**config.mk**
```make
export PLATFORM = sky130hd
export DESIGN_NAME = goal_referee
export DESIGN_NICKNAME = d
export VERILOG_FILES = /design/src/rtl/goal_referee.sv
export SDC_FILE = /design/constraint.sdc
export NUM_CORES = 1
export LEC_CHECK = 0
export CAP_MARGIN = 40
export CORE_MARGIN = 10
export CORE_UTILIZATION = 51
export CTS_CLUSTER_DIAMETER = 30
export DETAILED_ROUTE_END_ITERATION = 12
export GPL_TIMING_DRIVEN = 0
export PLACE_DENSITY = 0.89
export SYNTH_ARGS = -nofsm -noshare
export SYNTH_HDL_FRONTEND = slang
export SYNTH_SLANG_ARGS = --single-unit
```
**constraint.sdc**
```tcl
create_clock -name frame_clk -period 2.6 [get_ports frame_clk]
set_input_delay 0.39 -clock frame_clk [delete_from_list [all_inputs] [get_ports frame_clk]]
set_output_delay 0.39 -clock frame_clk [all_outputs]
set_load 0.01 [all_outputs]
```
**src/rtl/goal_referee.sv**
```systemverilog
// Match referee: debounced goal detection, scoring, celebration freeze and kickoff pulse.
// Optional match timer is built when GOAL_REFEREE_TIMER_EN is defined.
module goal_referee #(
  parameter int unsigned LEFT_LINE      = 10,
  parameter int unsigned RIGHT_LINE     = 629,
  parameter int unsigned WRAP_X         = 900,
  parameter int unsigned GOAL_Y_TOP     = 176,
  parameter int unsigned GOAL_Y_BOTTOM  = 316,
  parameter int unsigned CONFIRM_FRAMES = 2,
  parameter int unsigned PAUSE_FRAMES   = 120,
  parameter int unsigned WIN_SCORE      = 5,
  parameter int unsigned MATCH_SECONDS  = 90,
  parameter int unsigned FPS            = 60
) (
  input  logic       frame_clk,
  input  logic       Reset_n,
  input  logic [9:0] BallX,
  input  logic [9:0] BallY,
  input  logic       restart,
  output logic       goal_reset,
  output logic       celebrate,
  output logic [3:0] ScoreL,
  output logic [3:0] ScoreR,
  output logic       game_over,
  output logic [1:0] winner,
  output logic [6:0] TimeLeft
);

  if (CONFIRM_FRAMES == 0 || CONFIRM_FRAMES > 7 || PAUSE_FRAMES == 0 || PAUSE_FRAMES > 255 ||
      WIN_SCORE == 0 || WIN_SCORE > 15 || MATCH_SECONDS == 0 || MATCH_SECONDS > 127 ||
      FPS == 0 || FPS > 256) begin : g_bad_cfg
    $error("goal_referee: parameter out of range");
  end

  localparam logic [9:0] LeftLine      = 10'(LEFT_LINE);
  localparam logic [9:0] RightLine     = 10'(RIGHT_LINE);
  localparam logic [9:0] WrapX         = 10'(WRAP_X);
  localparam logic [9:0] YTop          = 10'(GOAL_Y_TOP);
  localparam logic [9:0] YBot          = 10'(GOAL_Y_BOTTOM);
  localparam logic [2:0] ConfirmFrames = 3'(CONFIRM_FRAMES);
  localparam logic [7:0] PauseLast     = 8'(PAUSE_FRAMES - 1);
  localparam logic [3:0] WinScore      = 4'(WIN_SCORE);
`ifdef GOAL_REFEREE_TIMER_EN
  localparam logic [7:0] FpsLast       = 8'(FPS - 1);
  localparam logic [6:0] MatchSecs     = 7'(MATCH_SECONDS);
`endif

  typedef enum logic [1:0] {StPlay, StCelebrate, StKickoff, StGameOver} state_e;

  state_e     state_q, state_d;
  logic [2:0] confirm_q, confirm_d;
  logic       side_q, side_d;  // side being confirmed: 0 left goal, 1 right goal
  logic [7:0] pause_q, pause_d;
  logic       goal_reset_q, goal_reset_d;
  logic       celebrate_q, celebrate_d;
  logic [3:0] score_l_q, score_l_d;
  logic [3:0] score_r_q, score_r_d;
  logic       game_over_q, game_over_d;
  logic [1:0] winner_q, winner_d;
`ifdef GOAL_REFEREE_TIMER_EN
  logic [7:0] frame_q, frame_d;
  logic [6:0] time_left_q, time_left_d;
`endif

  logic       in_mouth, in_left, in_right;
  logic [2:0] confirm_inc;
  logic       goal_hit;
  logic       timer_zero;
  logic       match_over;

  function automatic logic [1:0] win_code(input logic [3:0] l, input logic [3:0] r);
    if (l > r)      return 2'b01;
    else if (r > l) return 2'b10;
    else            return 2'b11;
  endfunction

  always_comb begin
    in_mouth = (BallY >= YTop) && (BallY <= YBot);
    in_left  = in_mouth && ((BallX <= LeftLine) || (BallX >= WrapX));
    in_right = in_mouth && (BallX >= RightLine) && (BallX < WrapX);
`ifdef GOAL_REFEREE_TIMER_EN
    timer_zero = (time_left_q == '0);
`else
    timer_zero = 1'b0;
`endif
    match_over = (score_l_q >= WinScore) || (score_r_q >= WinScore) || timer_zero;
  end

  always_comb begin
    state_d      = state_q;
    confirm_d    = confirm_q;
    side_d       = side_q;
    pause_d      = pause_q;
    goal_reset_d = 1'b0;
    celebrate_d  = celebrate_q;
    score_l_d    = score_l_q;
    score_r_d    = score_r_q;
    game_over_d  = game_over_q;
    winner_d     = winner_q;
    confirm_inc  = '0;
    goal_hit     = 1'b0;
`ifdef GOAL_REFEREE_TIMER_EN
    frame_d      = frame_q;
    time_left_d  = time_left_q;
`endif

    unique case (state_q)
      StPlay: begin
        if (in_left || in_right) begin
          // A side change restarts the debounce with this frame as the first sample.
          if (confirm_q != '0 && side_q != in_right) confirm_inc = 3'd1;
          else                                       confirm_inc = confirm_q + 3'd1;
          side_d = in_right;
          if (confirm_inc >= ConfirmFrames) begin
            goal_hit    = 1'b1;
            state_d     = StCelebrate;
            celebrate_d = 1'b1;
            confirm_d   = '0;
            pause_d     = '0;
            if (in_left) begin
              if (score_r_q != 4'hF) score_r_d = score_r_q + 4'd1;
            end else begin
              if (score_l_q != 4'hF) score_l_d = score_l_q + 4'd1;
            end
          end else begin
            confirm_d = confirm_inc;
          end
        end else begin
          confirm_d = '0;
        end
`ifdef GOAL_REFEREE_TIMER_EN
        if (frame_q == FpsLast) begin
          frame_d = '0;
          if (time_left_q != '0) time_left_d = time_left_q - 7'd1;
        end else begin
          frame_d = frame_q + 8'd1;
        end
        // A goal on the expiry edge takes priority; the match then ends after kickoff.
        if (!goal_hit && time_left_d == '0) begin
          state_d     = StGameOver;
          game_over_d = 1'b1;
          winner_d    = win_code(score_l_q, score_r_q);
          confirm_d   = '0;
        end
`endif
      end

      StCelebrate: begin
        if (pause_q == PauseLast) begin
          state_d      = StKickoff;
          goal_reset_d = 1'b1;
          pause_d      = '0;
        end else begin
          pause_d = pause_q + 8'd1;
        end
      end

      StKickoff: begin
        celebrate_d = 1'b0;
        if (match_over) begin
          state_d     = StGameOver;
          game_over_d = 1'b1;
          winner_d    = win_code(score_l_q, score_r_q);
        end else begin
          state_d = StPlay;
        end
      end

      StGameOver: begin
        if (restart) begin
          state_d      = StKickoff;
          goal_reset_d = 1'b1;
          score_l_d    = '0;
          score_r_d    = '0;
          game_over_d  = 1'b0;
          winner_d     = 2'b00;
`ifdef GOAL_REFEREE_TIMER_EN
          time_left_d  = MatchSecs;
          frame_d      = '0;
`endif
        end
      end

      default: state_d = StPlay;
    endcase
  end

  always_ff @(posedge frame_clk or negedge Reset_n) begin
    if (!Reset_n) begin
      state_q      <= StPlay;
      confirm_q    <= '0;
      side_q       <= 1'b0;
      pause_q      <= '0;
      goal_reset_q <= 1'b0;
      celebrate_q  <= 1'b0;
      score_l_q    <= '0;
      score_r_q    <= '0;
      game_over_q  <= 1'b0;
      winner_q     <= 2'b00;
`ifdef GOAL_REFEREE_TIMER_EN
      frame_q      <= '0;
      time_left_q  <= MatchSecs;
`endif
    end else begin
      state_q      <= state_d;
      confirm_q    <= confirm_d;
      side_q       <= side_d;
      pause_q      <= pause_d;
      goal_reset_q <= goal_reset_d;
      celebrate_q  <= celebrate_d;
      score_l_q    <= score_l_d;
      score_r_q    <= score_r_d;
      game_over_q  <= game_over_d;
      winner_q     <= winner_d;
`ifdef GOAL_REFEREE_TIMER_EN
      frame_q      <= frame_d;
      time_left_q  <= time_left_d;
`endif
    end
  end

  assign goal_reset = goal_reset_q;
  assign celebrate  = celebrate_q;
  assign ScoreL     = score_l_q;
  assign ScoreR     = score_r_q;
  assign game_over  = game_over_q;
  assign winner     = winner_q;
`ifdef GOAL_REFEREE_TIMER_EN
  assign TimeLeft   = time_left_q;
`else
  assign TimeLeft   = '0;
`endif

endmodule

```
Yosys cells after proc, flatten, opt, wreduce, memory -nomap -nowiden
Index checks and enable logic that the tools add are counted.
- register bits: 27
- input port bits: 23
- output and inout bits: 20
- word-level logic and storage cells: 102
- add/sub/neg operators: 4
- order comparisons: 11
- equality and inequality tests: 16
- muxes and demuxes: 40
- reductions and logical operators: 21
- operators by type and width (cell ; count):
    4-bit 2-to-1 mux ; 9
    8-bit 2-to-1 mux ; 3
    10-bit >= comparator (second input constant) ; 2
    2-bit != test (second input constant) ; 9
    2-bit 2-to-1 mux ; 8
    4-bit one-hot mux with 2 select lines ; 2
    8-bit one-hot mux with 2 select lines ; 1
    3-bit 2-to-1 mux ; 5
    6-bit AND reduction ; 2
    10-bit by 8-bit >= comparator with 1-bit output (second input constant) ; 1
    10-bit by 4-bit <= comparator with 1-bit output (second input constant) ; 1
    10-bit by 9-bit <= comparator with 1-bit output (second input constant) ; 1
    10-bit less-than comparator (second input constant) ; 1
    3-bit AND reduction ; 3
    4-bit by 1-bit adder with 4-bit output (second input constant) ; 2
    8-bit by 1-bit adder with 8-bit output (second input constant) ; 1
    8-bit by 7-bit equality test with 1-bit output (second input constant) ; 1
    4-bit by 3-bit >= comparator with 1-bit output (second input constant) ; 2
    4-bit > comparator ; 2
    4-bit != test (second input constant) ; 2
    2-bit one-hot mux with 4 select lines ; 1
    2-bit nonzero test ; 4
    1-bit 2-to-1 mux ; 7
    1-bit one-hot mux with 2 select lines ; 3
    12 further kinds ; 19

Longest topological paths before layout
Gate-level depths: netlist of the first run.
- word-level depth: 13
- gate-level depth with buffers: 9
- mapped depth without buffers: 9

Worst setup path before layout of the first run
No wires, ideal clock.
- kind: in2reg
- from: input BallY[4]
- to: register score_r_q[1] (netlist: ScoreR[1])
- library setup time: 0.122 ns
- arrival time: 1.917 ns
- data required time: 2.478 ns
- slack: 0.561 ns
- stages: 8
- buffers on the path: 1
- cells stage by stage: a21oi_1 -> or4b_4 -> a211o_1 -> mux2_4 -> nand2_4 -> buf_8 -> o21ai_2 -> a32o_1
- word-level cells in the longest chain between the ends: 12
- elaborated cells between the ends (all ways): 17
- those cells by class: order compare: 3; eq/ne: 4; mux: 3; reduce/logical: 7
- ends and longest elaborated chain (what ; line ; text):
    from (decl) ; 18 ; input logic [9:0] BallY,
    10-bit by 8-bit >= comparator with 1-bit output / 10-bit by 9-bit <= comparator with 1-bit output (equally long branches) ; 78 ; in_mouth = (BallY >= YTop) && (BallY <= YBot);
    1-bit logical AND * ; 78 ;
    1-bit logical AND (2 in a row) ; 80 ; in_right = in_mouth && (BallX >= RightLine) && (BallX < WrapX);
    1-bit != test ; 111 ; if (confirm_q != '0 && side_q != in_right) confirm_inc = 3'd1;
    1-bit logical AND ; 111 ;
    3-bit 2-to-1 mux ; 111 ;
    3-bit 2-to-1 mux ; 109 ; if (in_left || in_right) begin
    3-bit 2-to-1 mux ; 107 ; unique case (state_q)
    3-bit by 2-bit >= comparator with 1-bit output ; 114 ; if (confirm_inc >= ConfirmFrames) begin
    2-bit != test (no line) ; - ;
    6-bit AND reduction (no line) * ; - ;
    to (signal assigned) ; 212 ; score_r_q <= score_r_d;
    to (decl) ; 57 ; logic [3:0] score_r_q, score_r_d;
Every way passes the cells marked *; elsewhere a longest branch is shown, timed or not. The select of a mux whose other input is x is not followed.
A chain may end at the register's enable or synchronous reset.

Worst setup path after layout of the first run
- from: input BallX[9]
- to: register pause_q[3]
- word-level cells in the longest chain between the ends: 11
- elaborated cells between the ends (all ways): 18
- those cells by class: order compare: 5; eq/ne: 3; mux: 3; reduce/logical: 7
- ends and longest elaborated chain (what ; line ; text):
    from (decl) ; 17 ; input logic [9:0] BallX,
    10-bit >= comparator ; 80 ;
    1-bit logical AND (2 in a row) ; 80 ;
    1-bit != test ; 111 ;
    1-bit logical AND ; 111 ;
    3-bit 2-to-1 mux ; 111 ;
    3-bit 2-to-1 mux ; 109 ;
    3-bit 2-to-1 mux ; 107 ;
    3-bit by 2-bit >= comparator with 1-bit output ; 114 ;
    2-bit != test (no line) ; - ;
    3-bit AND reduction (no line) * ; - ;
    to (signal assigned) ; 208 ; pause_q <= pause_d;
    to (decl) ; 53 ; logic [7:0] pause_q, pause_d;
Marks and branches as above.

==> results of run 1 <==
routing by layer:
| metal | wire length, um | part of all wire [%] | track usage (%) |
|---|---|---|---|
| met4 | 29 | 0.63 | 4.42 |
| met1 | 2250 | 49 | 17.6 |
| met2 | 1940 | 42 | 21.9 |
| met3 | 393 | 8.5 | 5.08 |
| met5 | 0 | 0 | 0 |
cell usage after synthesis (all sizes together) (2+ instances only):
cell type	instances	area share, %
a21o	3	1.1
nand2	33	6.6
ha	13	8.2
buf	10	4.0
mux2i	3	1.5
nor2b	3	0.95
nand2b	7	2.2
mux2	2	1.3
nand3	16	4.0
nand4	4	1.3
and4	2	0.88
o21a	2	0.76
a21oi	11	3.3
a41o	3	1.5
dfrtp	27	34
and2	4	1.3
nor2	18	3.4
nor3b	2	0.76
o22ai	3	0.95
a211o	2	0.88
a22oi	2	0.76
o41ai	2	0.88
or4b	2	1.2
a31oi	3	1.7
nor3	6	1.5
o211ai	3	1.1
o21ai	16	4.2
inv	13	2.5
and3	2	0.63
where the power goes:
group          leakage, nW  total, mW  switching [mW]  internal, mW
combinational        0.819      0.634           0.324         0.310
clock               0.0255      0.241           0.133         0.108
sequential           0.323      0.656           0.145         0.511
total                 1.17       1.53           0.602         0.928
worst paths after layout:
kind | slack, ns | startpoint | depth (start not counted) | endpoint
hold reg to reg | 0.49 | game_over$_DFFE_PN0P_ | 1 | game_over$_DFFE_PN0P_
hold / removal | 0.49 | Reset_n | 1 | pause_q[4]$_DFFE_PN0P_
min in group frame_clk | 0.49 | game_over$_DFFE_PN0P_ | 1 | game_over$_DFFE_PN0P_
setup / recovery | 0.15 | BallX[9] | 8 | pause_q[3]$_DFFE_PN0P_
max in group asynchronous | 1.62 | Reset_n | 2 | confirm_q[2]$_DFFE_PN0P_
setup reg to reg | 0.32 | state_q[0]$_DFFE_PN0P_ | 9 | ScoreR[1]$_DFFE_PN0P_
critical path: cells and delay by family:
family	cells	cell delay (ns)
AO/OA/AOI/OAI	4	0.91
AND/OR/NAND/NOR	2	0.44
buffers and inverters	1	0.53
multiplexers	1	0.35
through the flow:
stage | setup WS, ns | cells | instance area (um^2) | TNS [ns] | total power [mW]
final | 0.148 | 326 | 2490 | 0 | 1.53
after global routing | 0.0382 | 326 | 2490 | 0 | 1.67
after CTS | 0.146 | 326 | 2490 | 0 | 1.54
after detailed placement | -0.145 | 322 | 2440 | -0.818 | 1.29
after global placement | -0.0774 | 321 | 2420 | -0.150 | 1.26
after floorplan | 0.561 | 238 | 2010 | 0 | 1.06
repair_timing:
action,4_1_cts,5_1_grt
endpoints found under the setup margin,0,1
gates resized for setup,0,1
hold buffers,0,0
cells by family after synthesis:
kind of cell    share of synthesized area, %
other cells                            0.189
compound gates                          21.5
fa+ha+maj                               8.20
flops                                   34.1
buf+inv                                 6.88
simple gates                            25.9
mux                                     2.84
xor+xnor                               0.442
cell type report:
class | instances | area share [%]
Clock buffer | 3 | 1.66
Clock inverter | 1 | 0.201
Tap cell | 48 | 2.41
Multi-Input combinational cell | 186 | 48.0
Timing Repair Buffer | 36 | 15.2
Sequential cell | 27 | 27.1
Buffer | 11 | 3.36
Inverter | 14 | 2.11
flip-flops by register name (all words and copies together), names as in the netlist:
| name | cells |
|---|---|
| ScoreR | 4 |
| confirm_q | 3 |
| state_q | 2 |
| celebrate | 1 |
| pause_q | 8 |
| side_q | 1 |
| ScoreL | 4 |
| game_over | 1 |
| winner | 2 |
| goal_reset | 1 |
==> reports/qor.yml, run 1 <==
timing:
  fin_skew_ns: 0.00219
  grt_setup_unrepaired: "false"
  max_clock_freq_mhz: 408
  hold_violations: 0
  setup_violations: 0
  timing.final.max_slew_violations: 0
  maxSlewHeadroom_pct: 56.3
  hold_slack_ns: 0.491
  worst_pin_slew_ns: 0.653
  finalCriticalPeriod_ns: 2.45
  period_share_pct: 94.3
drt:
  postRouteAntennaNets: 0
  vias_per_cell: 5.52
  drt_iter0_drc: 83
  vias: 1800
  drc: 0
  first_pass_iters: 4
  wirelength_um: 4610
  wire_per_inst_um: 14.1
global_route:
  grt_pass1_vias: 1744
  grt_pass1_wl_um: 7780
  grt_remaining_overflow: 0
  antenna_found_initial: 0
  grt_max_degree: 17
  gr-usage-all-layers_pct: 14.0
worst_setup_path:
  cp.arrival_ns: 2.61
  crit_chain: "clkdlybuf4s50_1 -> and4_1 -> o2111ai_1 -> a31oi_4 -> mux2i_1 -> a41oi_2 -> nor2_1 -> o22ai_1"
  critPathCaptureType: "flop"
  crit_fanout: 6
  cp-start-kind: "input port"
  criticalPathCategory: "in -> reg"
  cp.required_ns: 2.76
  critPathSlowestCell: "clkdlybuf4s50_1"
  critPathMaxStageDelay_ns: 0.53
layout:
  layout-drive-gt1-share_pct: 9.71
  final_common_cell: "clkdlybuf4s50_1"
  syn_to_final_growth_pct: 25.7
  fillers: 325
  antennaDiodeCount: 0
  final_util_pct: 67.1
  seq_area_um2: 676
  most-common-layout-cells: "35 x clkdlybuf4s50_1, 32 x nand2_1, 27 x dfrtp_1"
  multi_input_area_um2: 1200
  num-nets-final: 315
power:
  leakage_nw: 1.17
  ir_drop_uv: 404
  p_per_area_nw_per_um2: 614
clocking:
  cts_root_buf: "clkbuf_8"
  insertion_delay_ns: 0.28
  cts_buffers: 3
  cts_tree: "done"
  cts.sinks: 27
  cts_buffer_depth: 2
  cts_setup_buffers: 0
  clkTransAtPathRegs_ns: 0.09
  cts-htree-levels: 1
synthesis:
  synth_ff_type: "dfrtp_1"
  synth-seq-cells: 27
  synth_edf_count: 0
  async_reset_ff_share_pct: 100
  syn-instance-count: 232
  syn_area_um2: 1980
  avgSynthCellArea_um2: 8.55
  synth_cell_type_count: 53
  ys_warn_count: 0
  ys_seq_area_share_pct: 34.1
floorplanning:
  start_util_pct: 53.4
  die_w_um: 82.4
  fp-row-count: 22
  die-area_um2: 6780
  io_pins: 43
  fp.dieH_um: 82.4
  fp.coreArea_um2: 3720
hold_path:
  hold_class: "in -> async"
place:
  dpl.hpwl_um: 3590
  portBuffers: 35
  gp_congestion: 0.813
outcome:
  outcome: "finished, final reports clean"
flow_run:
  drv_cap: 0
(Power assumes the default switching activity.)
==> inputs of run 2 (changes only) <==
Settings changed: PLACE_DENSITY 0.89 to 0.87.
==> run 2 against run 1 <==
First-iteration DRC count increased by 55%. Combinational power is 0.6% lower. Non-clock buffer count did not move. Sequential power about the same. Utilization grew 0.17 points. Critical path type unchanged. Largest power group unchanged.
==> reports/qor.yml, run 2 (synthesized netlist as in run 1, its figures left out) <==
outcome:
  outcome: "finished, final reports clean"
power:
  leakage_nw: 1.16
  p_per_area_nw_per_um2: 612
  ir_drop_uv: 493
hold_path:
  hp-start: "game_over$_DFFE_PN0P_"
  hold_class: "reg -> reg"
drt:
  first_pass_iters: 4
  wirelength_um: 4550
  wire_per_inst_um: 14.0
  drt_iter0_drc: 129
  drc: 0
  vias: 1841
  postRouteAntennaNets: 0
  vias_per_cell: 5.65
timing:
  grt_setup_unrepaired: "false"
  maxSlewHeadroom_pct: 55.7
  finalCriticalPeriod_ns: 2.44
  fin_skew_ns: 0.00612
  layout_setup_ws_ns: 0.155
  timing.final.max_slew_violations: 0
  hold_violations: 0
  max_clock_freq_mhz: 409
  period_share_pct: 94.0
  setup_violations: 0
  worst_pin_slew_ns: 0.663
place:
  gp_congestion: 0.839
  portBuffers: 35
  pre_cts_ws_ns: -0.135
  placed_cell_area_um2: 2440
  dp.cells: 322
  dpl.hpwl_um: 3550
clocking:
  insertion_delay_ns: 0.28
  clkTransAtPathRegs_ns: 0.10
  cts_buffer_depth: 2
  cts_root_buf: "clkbuf_8"
  cts_setup_buffers: 0
  cts-htree-levels: 1
  cts.sinks: 27
  cts_tree: "done"
  cts_buffers: 3
layout:
  top_register: "pause_q"
  syn_to_final_growth_pct: 26.1
  largest_reg_flops: 8
  layout-drive-gt1-share_pct: 10.1
  most-common-layout-cells: "35 x clkdlybuf4s50_1, 32 x nand2_1, 27 x dfrtp_1"
  final_area_um2: 2500
  instances_no_fill: 326
  fillers: 321
  final_common_cell: "clkdlybuf4s50_1"
  antennaDiodeCount: 0
  num-nets-final: 315
worst_setup_path:
  r2r_start: "state_q[0]$_DFFE_PN0P_"
  crit_chain: "clkdlybuf4s50_1 -> and4_1 -> o2111ai_1 -> a31oi_4 -> mux2i_2 -> a41oi_2 -> nor2_1 -> o22ai_1"
  cp-start-kind: "input port"
  criticalPathCategory: "in -> reg"
  critPathCaptureType: "flop"
  cp.required_ns: 2.76
  crit_fanout: 6
  cp.arrival_ns: 2.60
  critPathMaxStageDelay_ns: 0.51
  critPathSlowestCell: "clkdlybuf4s50_1"
  crit_path_start: "BallX[9]"
global_route:
  grt_pass1_wl_um: 7930
  grt_max_degree: 17
  gr-usage-all-layers_pct: 14.2
  grt_pass1_vias: 1738
  grt_remaining_overflow: 0
  antenna_found_initial: 0
floorplanning:
  die-area_um2: 6780
  fp.coreArea_um2: 3720
  io_pins: 43
  fp-row-count: 22
  die_w_um: 82.4
  start_util_pct: 53.4
  fp.dieH_um: 82.4
flow_run:
  drv_cap: 0
==> run 2: timing repair <==
| item | in CTS | in global routing |
|---|---|---|
| hold buffers | 0 | 0 |
| resized for setup | 0 | 2 |
| hold endpoints to repair | 0 | 0 |
| endpoints found under the setup margin | 0 | 3 |
==> run 2: through the flow <==
stage                     setup TNS (ns)  hold WS (ns)  utilization [%]  total power, mW
after floorplan                        0        0.0944                -             1.06
after global placement            -0.166         0.464             65.0             1.26
after detailed placement          -0.529         0.472             65.8             1.29
after CTS                              0         0.496             67.1             1.54
after global routing                   0         0.530             67.3             1.68
final                                  0         0.487             67.3             1.53
==> run 2: metal layers <==
layer,global-route usage [%],routed length [um],vias up
li1,-,-,914
met1,18.6,2230,861
met2,22.2,1900,60
met3,4.00,377,6
met4,3.74,51,0
met5,0,0,-
==> run 2: final timing paths <==
path	endpoint	slack [ns]	cells after the start
hold reg to reg	game_over$_DFFE_PN0P_	0.49	1
setup / recovery	pause_q[3]$_DFFE_PN0P_	0.16	8
hold / removal	game_over$_DFFE_PN0P_	0.49	1
min in group asynchronous	pause_q[2]$_DFFE_PN0P_	0.51	1
max in group asynchronous	confirm_q[1]$_DFFE_PN0P_	1.58	2
setup reg to reg	ScoreR[1]$_DFFE_PN0P_	0.33	9
==> run 2: final cells by class <==
type	count	area, um^2	area share, %
timing repair buffer	36	378	15.1
clock buffer	3	41.3	1.65
multi-input combinational	186	1200	48.0
sequential	27	676	27.0
inverter	14	52.6	2.10
buffer	11	83.8	3.35
clock inverter	1	7.51	0.300
tap	48	60.1	2.40
==> run 2: critical path: cells and delay by family <==
kind | cells | cell delay (ns)
buffers and inverters | 1 | 0.51
AOI/OAI and AO/OA | 4 | 0.93
muxes | 1 | 0.33
and+or+nand+nor | 2 | 0.43
==> run 2: power by group <==
| group | total (mW) | leakage [nW] | switching (mW) | internal, mW |
|---|---|---|---|---|
| Sequential | 0.654 | 0.323 | 0.144 | 0.511 |
| Combinational | 0.630 | 0.817 | 0.319 | 0.310 |
| Clock | 0.245 | 0.0217 | 0.137 | 0.109 |
==> inputs of run 3 (changes only) <==
Settings changed: CORE_MARGIN 10 to 4, SKIP_CTS_REPAIR_TIMING from default to 1.
==> run 3 against run 2 <==
Clock skew is 0.0022 ns higher. Total power grew 0.86%. First-iteration DRC count shrank 37%. Hold slack better by 0.016 ns. Sequential cell count is the same. Wire length is 0.33% lower. Register-to-register slack hardly changed. Count of clock-buffer cells in the layout unchanged. Clock power hardly changed. Final area is 0.65% lower. Fmax is 1.1% higher.
==> reports/qor.yml, run 3 (synthesized netlist as in run 1, its figures left out) <==
outcome:
  outcome: "finished, final reports clean"
clocking:
  cts.sinks: 27
  cts-htree-levels: 1
  clkTransAtPathRegs_ns: 0.10
  cts_root_buf: "clkbuf_8"
  insertion_delay_ns: 0.28
  cts_buffers: 3
  cts_buffer_depth: 2
  cts_tree: "done"
hold_path:
  hold_class: "in -> async"
global_route:
  grt_remaining_overflow: 0
  grt_pass1_wl_um: 7830
  grt_max_degree: 17
  antenna_found_initial: 0
  gr-usage-all-layers_pct: 19.0
  grt_pass1_vias: 1777
floorplanning:
  start_util_pct: 53.4
  fp-row-count: 22
  fp.dieH_um: 70.4
  die_w_um: 70.4
  io_pins: 43
  die-area_um2: 4950
  fp.coreArea_um2: 3720
place:
  dpl.hpwl_um: 3520
  dp.cells: 322
  portBuffers: 35
  gp_congestion: 0.841
timing:
  maxSlewHeadroom_pct: 56.1
  finalCriticalPeriod_ns: 2.42
  worst_pin_slew_ns: 0.656
  hold_violations: 0
  timing.final.max_slew_violations: 0
  fin_tns_setup_ns: 0
  fin_skew_ns: 0.00832
  period_share_pct: 93.0
  setup_violations: 0
  grt_setup_unrepaired: "false"
  max_clock_freq_mhz: 414
worst_setup_path:
  crit_fanout: 6
  crit_path_start: "BallX[9]"
  critPathSlowestCell: "clkdlybuf4s50_1"
  cpLargestDelayFamily: "compound AO/OA/AOI/OAI gates"
  cp.required_ns: 2.77
  cp-start-kind: "input port"
  critPathMaxStageDelay_ns: 0.52
  critPathCaptureType: "flop"
  crit_top_cell: "o21ai_0"
  cp.arrival_ns: 2.59
  r2r_start: "state_q[0]$_DFFE_PN0P_"
  crit_chain: "clkdlybuf4s50_1 -> and4_1 -> o2111ai_1 -> a31oi_4 -> mux2i_1 -> a41oi_2 -> o21ai_0 -> o21ai_0"
  criticalPathCategory: "in -> reg"
  crit_buf_inv: 1
power:
  ir_drop_uv: 401
  p_int_mw: 0.930
  sequentialPowerShare_pct: 42.5
  p_per_area_nw_per_um2: 621
  leakage_nw: 1.16
  p_switching_mw: 0.612
  combPwrFrac_pct: 41.7
  total_power_mw: 1.54
  pwr-share-clk_pct: 15.8
  sw_frac_of_total_pct: 39.7
layout:
  antennaDiodeCount: 0
  syn_to_final_growth_pct: 25.2
  num-nets-final: 315
  instances_no_fill: 326
  top_register: "pause_q"
  final_common_cell: "clkdlybuf4s50_1"
  layout-drive-gt1-share_pct: 9.71
  largest_reg_flops: 8
  most-common-layout-cells: "35 x clkdlybuf4s50_1, 32 x nand2_1, 27 x dfrtp_1"
drt:
  vias: 1862
  postRouteAntennaNets: 0
  first_pass_iters: 4
  drt_iter0_drc: 81
  wirelength_um: 4530
  wire_per_inst_um: 13.9
  drc: 0
  vias_per_cell: 5.71
flow_run:
  drv_cap: 0
-- run 3: worst paths after layout --
kind / cells after the start / to / slack, ns
worst max-delay path: 8 / pause_q[2]$_DFFE_PN0P_ / 0.18
min in group frame_clk: 1 / game_over$_DFFE_PN0P_ / 0.50
max in group asynchronous: 2 / ScoreL[0]$_DFFE_PN0P_ / 1.56
worst min-delay path: 1 / pause_q[2]$_DFFE_PN0P_ / 0.50
worst min register to register: 1 / game_over$_DFFE_PN0P_ / 0.50
worst max register to register: 9 / ScoreR[3]$_DFFE_PN0P_ / 0.33
-- run 3: area by class of cell --
cell class | instances | area (um^2)
Fill cell | 314 | 1230
Inverter | 14 | 52.6
Buffer | 11 | 83.8
Tap cell | 48 | 60.1
Clock buffer | 3 | 41.3
Multi-Input combinational cell | 186 | 1200
Sequential cell | 27 | 676
Timing Repair Buffer | 36 | 365
Clock inverter | 1 | 7.51
-- run 3: worst reg2reg max path: stages (launching register included) --
cell and delay (ns):
dfrtp_1 0.38, buf_4 0.17, nor2_1 0.51, nand2_1 0.12, a211o_1 0.24, mux2_4 0.27
nand2_4 0.08, buf_8 0.13, a41o_1 0.18, nand3_1 0.07
-- run 3: power groups by stage --
stage                     clock network (mW)  registers [mW]  logic, mW
after global routing                   0.270           0.675      0.732
after detailed placement                   0           0.659      0.643
after CTS                              0.252           0.650      0.647
after global placement                     0           0.656      0.603
after floorplan                            0           0.639      0.420
final                                  0.244           0.655      0.644
-- run 3: metal layers --
layer	vias to the layer above	wire, um	global-route usage [%]
met5	-	0	0
met4	0	77	7.02
met3	7	238	3.31
met2	56	2060	29.5
met1	886	2160	26.2
li1	913	-	-
-- run 3: stage by stage --
| stage | setup slack [ns] | area, um^2 | util [%] | hold slack, ns |
|---|---|---|---|---|
| floorplan | 0.561 | 2010 | - | 0.0944 |
| global placement | -0.0755 | 2420 | 65.0 | 0.465 |
| detailed placement | -0.142 | 2430 | 65.4 | 0.487 |
| CTS | 0.152 | 2480 | 66.7 | 0.510 |
| global route | 0.00748 | 2480 | 66.8 | 0.516 |
| finish | 0.182 | 2480 | 66.8 | 0.503 |
